`src/rtl/fp16_pkg.sv`:
```
// rtl/fp16_pkg.sv - fp16 field constants, NaN test and reduction state encoding.
package fp16_pkg;

    localparam int          EXP_MSB   = 14;
    localparam int          EXP_LSB   = 10;
    localparam int          MAN_W     = 10;
    localparam logic [4:0]  EXP_ALL1  = 5'h1F;
    localparam logic [15:0] CANON_NAN = 16'h7E00;

    typedef enum logic [2:0] {
        IDLE  = 3'd0,
        FETCH = 3'd1,
        ISSUE = 3'd2,
        WAIT  = 3'd3,
        DRAIN = 3'd4,
        EMIT  = 3'd5
    } state_t;

    function automatic logic is_nan(input logic [15:0] x);
        return (x[EXP_MSB:EXP_LSB] == EXP_ALL1) && (x[MAN_W-1:0] != '0);
    endfunction

endpackage

```
`src/rtl/fp16_max_reduce_ctrl_if.sv`:
```
// rtl/fp16_max_reduce_ctrl_if.sv - input, compare-unit and result streams of the max reducer.
interface fp16_max_reduce_ctrl_if #(
    parameter int IDX_W = 8
);
    logic [15:0]      s_axis_tdata;
    logic             s_axis_tvalid;
    logic             s_axis_tlast;
    logic             s_axis_tready;
    logic [15:0]      m_axis_cmp_a_tdata;
    logic [15:0]      m_axis_cmp_b_tdata;
    logic             m_axis_cmp_a_tvalid;
    logic             m_axis_cmp_b_tvalid;
    logic [7:0]       s_axis_cmp_result_tdata;
    logic             s_axis_cmp_result_tvalid;
    logic [15:0]      m_axis_max_tdata;
    logic [IDX_W:0]   m_axis_max_tuser;
    logic             m_axis_max_tvalid;
    logic             m_axis_max_tready;

    modport master (
        input  s_axis_tdata, s_axis_tvalid, s_axis_tlast,
        output s_axis_tready,
        output m_axis_cmp_a_tdata, m_axis_cmp_b_tdata, m_axis_cmp_a_tvalid, m_axis_cmp_b_tvalid,
        input  s_axis_cmp_result_tdata, s_axis_cmp_result_tvalid,
        output m_axis_max_tdata, m_axis_max_tuser, m_axis_max_tvalid,
        input  m_axis_max_tready
    );

    modport slave (
        output s_axis_tdata, s_axis_tvalid, s_axis_tlast,
        input  s_axis_tready,
        input  m_axis_cmp_a_tdata, m_axis_cmp_b_tdata, m_axis_cmp_a_tvalid, m_axis_cmp_b_tvalid,
        output s_axis_cmp_result_tdata, s_axis_cmp_result_tvalid,
        input  m_axis_max_tdata, m_axis_max_tuser, m_axis_max_tvalid,
        output m_axis_max_tready
    );

endinterface

```
`src/rtl/fp16_max_reduce_timer.sv`:
```
// rtl/fp16_max_reduce_timer.sv - loadable down-counter flagging a missing response after TIMEOUT cycles.
module fp16_max_reduce_timer #(
    parameter int TIMEOUT = 15
) (
    input  logic i_clk,
    input  logic i_rst,
    input  logic i_load,
    input  logic i_en,
    output logic o_expire
);

    localparam int CW = $clog2(TIMEOUT + 1);

    logic [CW-1:0] r_count;

    always_ff @(posedge i_clk or posedge i_rst) begin
        if (i_rst) begin
            r_count <= '0;
        end else if (i_load) begin
            r_count <= CW'(TIMEOUT);
        end else if (i_en && (r_count != '0)) begin
            r_count <= r_count - CW'(1);
        end
    end

    // Fires during the last waiting cycle so the caller can leave on the following edge.
    assign o_expire = i_en && (r_count == CW'(1));

endmodule

```
`src/rtl/fp16_max_reduce_ctrl.sv`:
```
// rtl/fp16_max_reduce_ctrl.sv - streaming fp16 max/argmax reducer driving an external A>=B compare unit.
// Optional FP16_NAN_SKIP_EN: NaN elements are counted but never compared or loaded as the maximum.
module fp16_max_reduce_ctrl
    import fp16_pkg::*;
#(
    parameter int IDX_W   = 8,
    parameter int TIMEOUT = 15
) (
    input  logic                   aclk,
    input  logic                   areset,
    fp16_max_reduce_ctrl_if.master bus
);

    localparam int CNT_W = IDX_W + 1;

    state_t            r_state, w_next;
    logic [15:0]       r_max, r_cand;
    logic [IDX_W-1:0]  r_max_idx;
    logic [CNT_W-1:0]  r_cnt;
    logic              r_cand_last, r_err;
    logic              w_accept, w_result, w_expire, w_unused;
    logic [IDX_W-1:0]  w_cnt_idx;
    logic [CNT_W-1:0]  w_cnt_inc;
`ifdef FP16_NAN_SKIP_EN
    logic              r_have_max;
    logic              w_nan;
    assign w_nan = is_nan(bus.s_axis_tdata);
`endif

    assign w_accept  = bus.s_axis_tvalid && bus.s_axis_tready;
    assign w_result  = (r_state == WAIT) && bus.s_axis_cmp_result_tvalid;
    assign w_unused  = ^bus.s_axis_cmp_result_tdata[7:1];
    // Counter has one spare bit: once it reaches 2^IDX_W the index saturates and errors are flagged.
    assign w_cnt_idx = r_cnt[IDX_W] ? {IDX_W{1'b1}} : r_cnt[IDX_W-1:0];
    assign w_cnt_inc = r_cnt[IDX_W] ? r_cnt : r_cnt + CNT_W'(1);

    fp16_max_reduce_timer #(.TIMEOUT(TIMEOUT)) u_timer (
        .i_clk    (aclk),
        .i_rst    (areset),
        .i_load   (r_state == ISSUE),
        .i_en     (r_state == WAIT),
        .o_expire (w_expire)
    );

    always_ff @(posedge aclk or posedge areset) begin
        if (areset) r_state <= IDLE;
        else        r_state <= w_next;
    end

    always_comb begin
        w_next = r_state;
        case (r_state)
            IDLE:  if (w_accept) w_next = bus.s_axis_tlast ? EMIT : FETCH;
            FETCH: if (w_accept) begin
`ifdef FP16_NAN_SKIP_EN
                if (w_nan || !r_have_max) w_next = bus.s_axis_tlast ? EMIT : FETCH;
                else
`endif
                w_next = ISSUE;
            end
            ISSUE: w_next = WAIT;
            WAIT: begin
                if (w_result)      w_next = r_cand_last ? EMIT : FETCH;
                else if (w_expire) w_next = r_cand_last ? EMIT : DRAIN;
            end
            DRAIN: if (w_accept && bus.s_axis_tlast) w_next = EMIT;
            EMIT:  if (bus.m_axis_max_tready) w_next = IDLE;
            default: w_next = IDLE;
        endcase
    end

    always_ff @(posedge aclk or posedge areset) begin
        if (areset) begin
            r_max       <= '0;
            r_cand      <= '0;
            r_max_idx   <= '0;
            r_cnt       <= '0;
            r_cand_last <= 1'b0;
            r_err       <= 1'b0;
`ifdef FP16_NAN_SKIP_EN
            r_have_max  <= 1'b0;
`endif
        end else begin
            case (r_state)
                IDLE: if (w_accept) begin
                    r_max     <= bus.s_axis_tdata;
                    r_max_idx <= '0;
                    r_cnt     <= CNT_W'(1);
                    r_err     <= 1'b0;
`ifdef FP16_NAN_SKIP_EN
                    // Holding CANON_NAN while no real maximum exists makes an all-NaN packet emit it.
                    r_have_max <= !w_nan;
                    if (w_nan) begin
                        r_max <= CANON_NAN;
                        r_err <= bus.s_axis_tlast;
                    end
`endif
                end
                FETCH: if (w_accept) begin
`ifdef FP16_NAN_SKIP_EN
                    if (w_nan) begin
                        r_cnt <= w_cnt_inc;
                        if (bus.s_axis_tlast && !r_have_max) r_err <= 1'b1;
                    end else if (!r_have_max) begin
                        r_max      <= bus.s_axis_tdata;
                        r_max_idx  <= w_cnt_idx;
                        r_have_max <= 1'b1;
                        r_cnt      <= w_cnt_inc;
                        if (r_cnt[IDX_W]) r_err <= 1'b1;
                    end else
`endif
                    begin
                        r_cand      <= bus.s_axis_tdata;
                        r_cand_last <= bus.s_axis_tlast;
                    end
                end
                WAIT: begin
                    if (w_result) begin
                        if (!bus.s_axis_cmp_result_tdata[0]) begin
                            r_max     <= r_cand;
                            r_max_idx <= w_cnt_idx;
                        end
                        if (r_cnt[IDX_W]) r_err <= 1'b1;
                        r_cnt <= w_cnt_inc;
                    end else if (w_expire) begin
                        r_err <= 1'b1;
                    end
                end
                EMIT: if (bus.m_axis_max_tready) r_err <= 1'b0;
                default: ;
            endcase
        end
    end

    // Reset forces tready low immediately, not just from the next edge.
    assign bus.s_axis_tready       = !areset && ((r_state == IDLE) || (r_state == FETCH) || (r_state == DRAIN));
    assign bus.m_axis_cmp_a_tdata  = r_max;
    assign bus.m_axis_cmp_b_tdata  = r_cand;
    assign bus.m_axis_cmp_a_tvalid = (r_state == ISSUE);
    assign bus.m_axis_cmp_b_tvalid = (r_state == ISSUE);
    assign bus.m_axis_max_tdata    = r_max;
    assign bus.m_axis_max_tuser    = {r_err, r_max_idx};
    assign bus.m_axis_max_tvalid   = (r_state == EMIT);

endmodule

```
`src/flat_wrapper.sv`:
```
// flat-port wrapper written by rule: the top's interface ports become plain ports
module fp16_max_reduce_ctrl_flat import fp16_pkg::*;
#(
    parameter int IDX_W   = 8,
    parameter int TIMEOUT = 15
)
  (aclk, areset, bus_s_axis_tdata, bus_s_axis_tvalid, bus_s_axis_tlast, bus_s_axis_tready, bus_m_axis_cmp_a_tdata, bus_m_axis_cmp_b_tdata, bus_m_axis_cmp_a_tvalid, bus_m_axis_cmp_b_tvalid, bus_s_axis_cmp_result_tdata, bus_s_axis_cmp_result_tvalid, bus_m_axis_max_tdata, bus_m_axis_max_tuser, bus_m_axis_max_tvalid, bus_m_axis_max_tready);
  fp16_max_reduce_ctrl_if #(.IDX_W(IDX_W)) bus_i ();
  input  logic aclk;
  input  logic areset;
  input wire logic [$bits(bus_i.s_axis_tdata)-1:0] bus_s_axis_tdata;
  input wire logic [$bits(bus_i.s_axis_tvalid)-1:0] bus_s_axis_tvalid;
  input wire logic [$bits(bus_i.s_axis_tlast)-1:0] bus_s_axis_tlast;
  output wire logic [$bits(bus_i.s_axis_tready)-1:0] bus_s_axis_tready;
  output wire logic [$bits(bus_i.m_axis_cmp_a_tdata)-1:0] bus_m_axis_cmp_a_tdata;
  output wire logic [$bits(bus_i.m_axis_cmp_b_tdata)-1:0] bus_m_axis_cmp_b_tdata;
  output wire logic [$bits(bus_i.m_axis_cmp_a_tvalid)-1:0] bus_m_axis_cmp_a_tvalid;
  output wire logic [$bits(bus_i.m_axis_cmp_b_tvalid)-1:0] bus_m_axis_cmp_b_tvalid;
  input wire logic [$bits(bus_i.s_axis_cmp_result_tdata)-1:0] bus_s_axis_cmp_result_tdata;
  input wire logic [$bits(bus_i.s_axis_cmp_result_tvalid)-1:0] bus_s_axis_cmp_result_tvalid;
  output wire logic [$bits(bus_i.m_axis_max_tdata)-1:0] bus_m_axis_max_tdata;
  output wire logic [$bits(bus_i.m_axis_max_tuser)-1:0] bus_m_axis_max_tuser;
  output wire logic [$bits(bus_i.m_axis_max_tvalid)-1:0] bus_m_axis_max_tvalid;
  input wire logic [$bits(bus_i.m_axis_max_tready)-1:0] bus_m_axis_max_tready;
  assign bus_i.s_axis_tdata = bus_s_axis_tdata;
  assign bus_i.s_axis_tvalid = bus_s_axis_tvalid;
  assign bus_i.s_axis_tlast = bus_s_axis_tlast;
  assign bus_s_axis_tready = bus_i.s_axis_tready;
  assign bus_m_axis_cmp_a_tdata = bus_i.m_axis_cmp_a_tdata;
  assign bus_m_axis_cmp_b_tdata = bus_i.m_axis_cmp_b_tdata;
  assign bus_m_axis_cmp_a_tvalid = bus_i.m_axis_cmp_a_tvalid;
  assign bus_m_axis_cmp_b_tvalid = bus_i.m_axis_cmp_b_tvalid;
  assign bus_i.s_axis_cmp_result_tdata = bus_s_axis_cmp_result_tdata;
  assign bus_i.s_axis_cmp_result_tvalid = bus_s_axis_cmp_result_tvalid;
  assign bus_m_axis_max_tdata = bus_i.m_axis_max_tdata;
  assign bus_m_axis_max_tuser = bus_i.m_axis_max_tuser;
  assign bus_m_axis_max_tvalid = bus_i.m_axis_max_tvalid;
  assign bus_i.m_axis_max_tready = bus_m_axis_max_tready;
  fp16_max_reduce_ctrl #(.IDX_W(IDX_W), .TIMEOUT(TIMEOUT)) u_core (.aclk(aclk), .areset(areset), .bus(bus_i));
endmodule
```
`config.mk`:
```
export PLATFORM = sky130hd
export DESIGN_NAME = fp16_max_reduce_ctrl_flat
export DESIGN_NICKNAME = d
export VERILOG_FILES = /design/src/rtl/fp16_pkg.sv /design/src/rtl/fp16_max_reduce_ctrl_if.sv /design/src/rtl/fp16_max_reduce_timer.sv /design/src/rtl/fp16_max_reduce_ctrl.sv /design/src/flat_wrapper.sv
export SDC_FILE = /design/constraint.sdc
export NUM_CORES = 1
export LEC_CHECK = 0
export ABC_AREA = 1
export CORE_MARGIN = 3
export CORE_UTILIZATION = 35
export DETAILED_ROUTE_END_ITERATION = 10
export DONT_BUFFER_PORTS = 1
export HOLD_SLACK_MARGIN = 0.1
export PLACE_DENSITY_LB_ADDON = 0.12
export SLEW_MARGIN = 20
export SYNTH_ARGS = -nofsm -noshare
export SYNTH_HDL_FRONTEND = slang
export SYNTH_SLANG_ARGS = --single-unit
```
`constraint.sdc`:
```
create_clock -name aclk -period 2.4 [get_ports aclk]
set_input_delay 0.48 -clock aclk [delete_from_list [all_inputs] [get_ports aclk]]
set_output_delay 0.48 -clock aclk [all_outputs]
set_load 0.02 [all_outputs]
```
# ---- After elaboration in Yosys (flattened, before gate mapping)
# Index checks and enable logic that the tools add are counted.
dict set report totals {
  out_inout_bits 61
  register_bits 58
  in_bits 30
}
dict set report op_classes {
  muxes 31
  eq_ne 15
  n_addsub 2
  reduce_logical 20
}
# cell n
set ops {}
lappend ops {{$mux 16} 3}
lappend ops {{$mux 8} 4}
lappend ops {{$pmux 16 s2} 1}
lappend ops {{$mux 9} 3}
lappend ops {{$mux 3} 8}
lappend ops {{$pmux 3 s6} 1}
lappend ops {{$pmux 9 s2} 1}
lappend ops {{$pmux 8 s2} 1}
lappend ops {{$ne 2x1->1 const B} 5}
lappend ops {{$reduce_and 5->1} 2}
lappend ops {{$add 9x1->9 const B} 1}
lappend ops {{$mux 4} 2}
lappend ops {{$reduce_and 4->1} 2}
lappend ops {{$eq 3x2->1 const B} 2}
lappend ops {{$eq 3x3->1 const B} 2}
lappend ops {{$logic_and 1x1->1} 6}
lappend ops {{$mux 1} 6}
lappend ops {{$eq 4x1->1 const B} 1}
lappend ops {{$ne 2x2->1 const B} 2}
lappend ops {{$reduce_bool 2->1} 2}
lappend ops {{$reduce_bool 4->1} 1}
lappend ops {{$sub 4x1->4 const B} 1}
lappend ops {{$eq 3x1->1 const B} 1}
lappend ops {{$logic_not 3->1} 1}
lappend ops {{other kinds (8)} 9}

# ---- Depth between registers and ports, before layout
dict set report depth {
  word_depth 8
  ltp_mapped 10
}

# ---- Modules after synthesis
# Synthesis repeated with hierarchy kept, for this count alone.
dict set report hier_totals {
  hier_cells 403
  hier_area_um2 3125.5
}
# module n_inst cells_per_inst seq_area_each_um2 area_each_um2
set by_module_without_submodules {}
lappend by_module_without_submodules {fp16_max_reduce_ctrl 1 369 1351.3 2846.5}
lappend by_module_without_submodules {fp16_max_reduce_timer 1 34 100.1 279.0}

# ---- Worst setup path after synthesis
# OpenSTA, ideal clock, no wires.
dict set report synth_path {
  path_kind {register to output}
  start {reg u_core.r_state[1]}
  end {out bus_m_axis_cmp_b_tvalid}
  t_required_ns 1.920
  n_path_buf 1
  arrival_time_ns 1.045
  setup_slack_ns 0.875
  stages_incl_launch_ff 6
  path_cell_list {dfrtp_1 > inv_1 > nor2_1 > nand2_1 > inv_1 > buf_4}
}
dict set report synth_between {
  elab_chain_len 1
}
# element line
set synth_lines {}
lappend synth_lines {{start, declared} fp16_max_reduce_ctrl.sv:16} ;# state_t r_state, w_next;
lappend synth_lines {{start signal, assigned} fp16_max_reduce_ctrl.sv:47} ;# else r_state <= w_next;
lappend synth_lines {{$eq 3x2->1} --}
lappend synth_lines {{end, declared} flat_wrapper.sv:18} ;# output wire logic [$bits(bus_i.m_axis_cmp_b_tvalid)-1:0] bus_m_axis_cmp_b_tvalid;
# No other way between the ends.

# ---- Worst setup path in the final report
dict set report layout_path {
  start {reg u_core.r_state[1]}
  end {reg u_core.r_max_idx[6]}
}
dict set report layout_between {
  elab_chain_len 7
  word_cells_on_any_way 15
}
# element line
set layout_lines {}
lappend layout_lines {{$eq 3x1->1 or $logic_not 3->1 (tied branches)} {fp16_max_reduce_ctrl.sv:136, fp16_max_reduce_ctrl.sv:84}}
lappend layout_lines {{$logic_or 1x1->1 (2 in a row)} fp16_max_reduce_ctrl.sv:136} ;# assign bus.s_axis_tready = !areset && ((r_state == IDLE) || (r_state == FETCH) || (r_state == DRAIN));
lappend layout_lines {{$logic_and 1x1->1} fp16_max_reduce_ctrl.sv:136}
lappend layout_lines {{$logic_and 1x1->1} fp16_max_reduce_ctrl.sv:30} ;# assign w_accept = bus.s_axis_tvalid && bus.s_axis_tready;
lappend layout_lines {{$ne 2x1->1 (no source line)} --}
lappend layout_lines {{$reduce_and 4->1 (no source line)} --}
lappend layout_lines {{end signal, assigned} fp16_max_reduce_ctrl.sv:121} ;# r_max_idx <= w_cnt_idx;
lappend layout_lines {{end, declared} fp16_max_reduce_ctrl.sv:18} ;# logic [IDX_W-1:0] r_max_idx;
# Several ways; a longest one is shown, not always the timed one.
# A chain may end at the register's enable or synchronous reset.

==> impl_results.md <==
- RSZ-0062 raised after global routing: false
- PwrDens: 1379 nW/um^2
- Via-per-instance ratio: 4.911
- CTS H-tree depth: 3
- Iter 0 DRT Violations: 86
- Met2 wire len: 3203 um
- Status: finished clean
- Yosys reg bits: 58
- Finished Cell Area: 3257 um^2
- Max FO, Critical Path: 25
- Fin Setup TNS: 0 ps
- WL/cell: 14.47 um
- # IOs: 91
- Critical path cell sequence: nor2_1, nand3_2, nand2_4, nand2_4, nor2_4, nand2_1, nand2_1
- CP max stage delay: 520 ps
- Worst Hold Launch: bus_s_axis_tlast
- Slew Limit Fails: 0
- Top layer reached by signal wires: met4
- Synth async-reset ratio: 100.0%
- Reg2Reg Depth: 7
- Post-Place Worst Slack: 360.2 ps
- Worst min-delay path category: input port to flip-flop
- Top_reg_cell synth: dfrtp_1
- R2r startpoint: u_core.r_state[1]$_DFFE_PP0P_
- Reg2reg setup slack: 390 ps
- Worst slew margin: 60.45%
- Post_cts resized: 0
- EDFF count, synth: 0
- Port bufs: 0
- Initial Util: 36.77%
- Synthesized area: 3082 um^2
- Post-CTS Hold Buffers: 1
- Met3 routed WL: 468 um
- Worst hold margin: 252.9 ps
- Final #Nets: 420
- Initial antenna violation count: 0
- Hold Path Cell Cnt: 2
- Crit Reg-Reg Endpoint: u_core.r_max_idx[6]$_DFFE_PP0P_
- DRT met1 WL: 3421 um
- DRT Pass-1 Iters: 4
- Post-CTS setup buffers: 0
- Yosys warns: 0
- Core box area: 8382 um^2
- Setup violators final: 0
- Share of layout cells above drive strength 1: 8.673%
- Post-Synthesis Cells: 404
- CTS Sinks: 58
- Placed Area: 3033 um^2
- Via count: 2441
- Clock skew: 12.35 ps
- CTS Buf Count: 9
- Final Hold Fails: 0
- Worst setup path category: flip-flop to flip-flop
- Area Growth Syn to Fin: 5.684%
- Crit-path slowest cell: nor2_4
- RePlAce Congestion: 0.8927
- Antenna-violating nets left: 0
- Endpoint class of the critical path: flip-flop
- First-pass GRT wire length: 12060 um
- Post-DP HPWL: 4826 um
- Die width: 99.84 um
- Vias in the first global route: 2406
- Die Height: 99.84 um
- CTS tree: yes
- Largest net degree at the start of global routing: 41
- WHS Endpoint: u_core.r_cand_last$_DFFE_PP0P_
- Worst Path Required: 2680 ps
- Sequential area share after synthesis: 47.10%
- Clock slew at reported path FFs: 70 ps
- Worst setup margin: 393.7 ps
- Row Count: 33
- Total Power: 4.492 mW
- Total of max-cap violations: 0
- CTS root buffer: clkbuf_8
- Die area: 9967 um^2
- Worst setup SP type: flip-flop
- Leak: 1.647 nW
- All-Layer GR Usage: 15.39%
- Routed wire length: 7193 um
- Syn avg cell area: 7.628 um^2
- Max clock buf depth: 2
- GRT overflow: 0
- Worst path arrival time: 2280 ps
- DRC Markers: 0
- Worst Max-Slew Pin Slew: 591.8 ps
- Clk_lat worst skew: 340 ps
- Syn Nets: 437
- Fmax: 498.4 MHz
- VDD IR max: 0.0005283 V
- Yosys cell types: 24
- Tcrit/Tclk final: 83.60%
- Ant diodes: 0
- Final worst path period need: 2006 ps
[flip-flops by register name (all words and copies together) (netlist names)]
name / flops
u_core.bus.m_axis_cmp_b_tdata: 16
u_core.r_err: 1
u_core.r_state: 3
u_core.r_cnt: 9
u_core.bus.m_axis_cmp_a_tdata: 16
u_core.r_max_idx: 8
u_core.r_cand_last: 1
u_core.u_timer.r_count: 4
[how the worst max path moves through the flow]
stage	start	endpoint	slack, ps
after floorplan	areset	u_core.bus.m_axis_cmp_a_tdata[0]$_DFFE_PP0P_	490
after global placement	u_core.r_state[1]$_DFFE_PP0P_	u_core.bus.m_axis_cmp_a_tdata[13]$_DFFE_PP0P_	380
after detailed placement	u_core.r_state[1]$_DFFE_PP0P_	u_core.r_max_idx[6]$_DFFE_PP0P_	360
after CTS	u_core.r_state[1]$_DFFE_PP0P_	u_core.r_max_idx[6]$_DFFE_PP0P_	340
after global routing	u_core.r_state[1]$_DFFE_PP0P_	u_core.bus.m_axis_cmp_a_tdata[15]$_DFFE_PP0P_	120
final	u_core.r_state[1]$_DFFE_PP0P_	u_core.r_max_idx[6]$_DFFE_PP0P_	390
[synthesized netlist by cell type, types with 3 or more instances]
library cell	instances	share of area, %
nand2_1	128	16
o21ai_0	72	12
dfrtp_1	58	47
inv_1	44	5.4
buf_4	18	4.4
nand3_1	17	2.8
nor2_1	11	1.3
a21oi_1	10	1.6
buf_2	10	1.6
nand4_1	6	1.2
o21ai_1	4	0.65
buf_6	3	1.1
clkbuf_1	3	0.37
ha_1	3	1.2
inv_2	3	0.37
[stage by stage]
| step | utilization [%] | std cells |
|---|---|---|
| 2_1_floorplan | - | 404 |
| 3_3_place_gp | 36.18 | 480 |
| 3_5_place_dp | 36.18 | 480 |
| 4_1_cts | 38.86 | 497 |
| 5_1_grt | 38.86 | 497 |
| 6_report | 38.86 | 497 |
[worst max-delay path, delay by kind of cell, from the launching register on]
family           cells  cell delay (ps)
DFF                  1              460
and+or+nand+nor      7             1460
[cell families after synthesis]
family / share of synthesized area, %
fa+ha+maj: 1.218
xor+xnor: 0.2843
compound gates: 14.41
flops: 47.10
simple gates: 23.79
buf+inv: 13.20
[where the power goes]
group	switching [mW]	total, mW	leakage (nW)	internal, mW
sequential	0.840	2.17	0.732	1.34
combinational	0.960	1.36	0.803	0.398
clock	0.397	0.959	0.112	0.562
total	2.20	4.49	1.65	2.29
[layout by cell type (no fill, tap or decap), types with 3 or more instances in the layout]
cell type  instances
inv_1             43
ha_1               3
nor2_1            11
dfrtp_1           58
buf_4              4
o21ai_0           72
nand3_1           17
a21oi_1           10
inv_2              4
o21ai_1            4
nand4_1            6
clkbuf_8          12
nand2_1          128
[area by class of cell]
type                    count  area, um^2
well taps                 105       131.4
fillers                   877        5125
inverters                  47       176.4
clock inverters             4       48.80
repair buffers              6       60.06
multi-input cells         265        1224
clock buffers              12       165.2
flip-flops and latches     58        1451
[layer usage]
metal | track usage, % | up-vias
li1 | - | 1240
met1 | 20.66 | 1127
met2 | 23.35 | 65
met3 | 5.212 | 9
met4 | 5.042 | 0
met5 | 0 | -
Power figures use the tool's default switching activity.
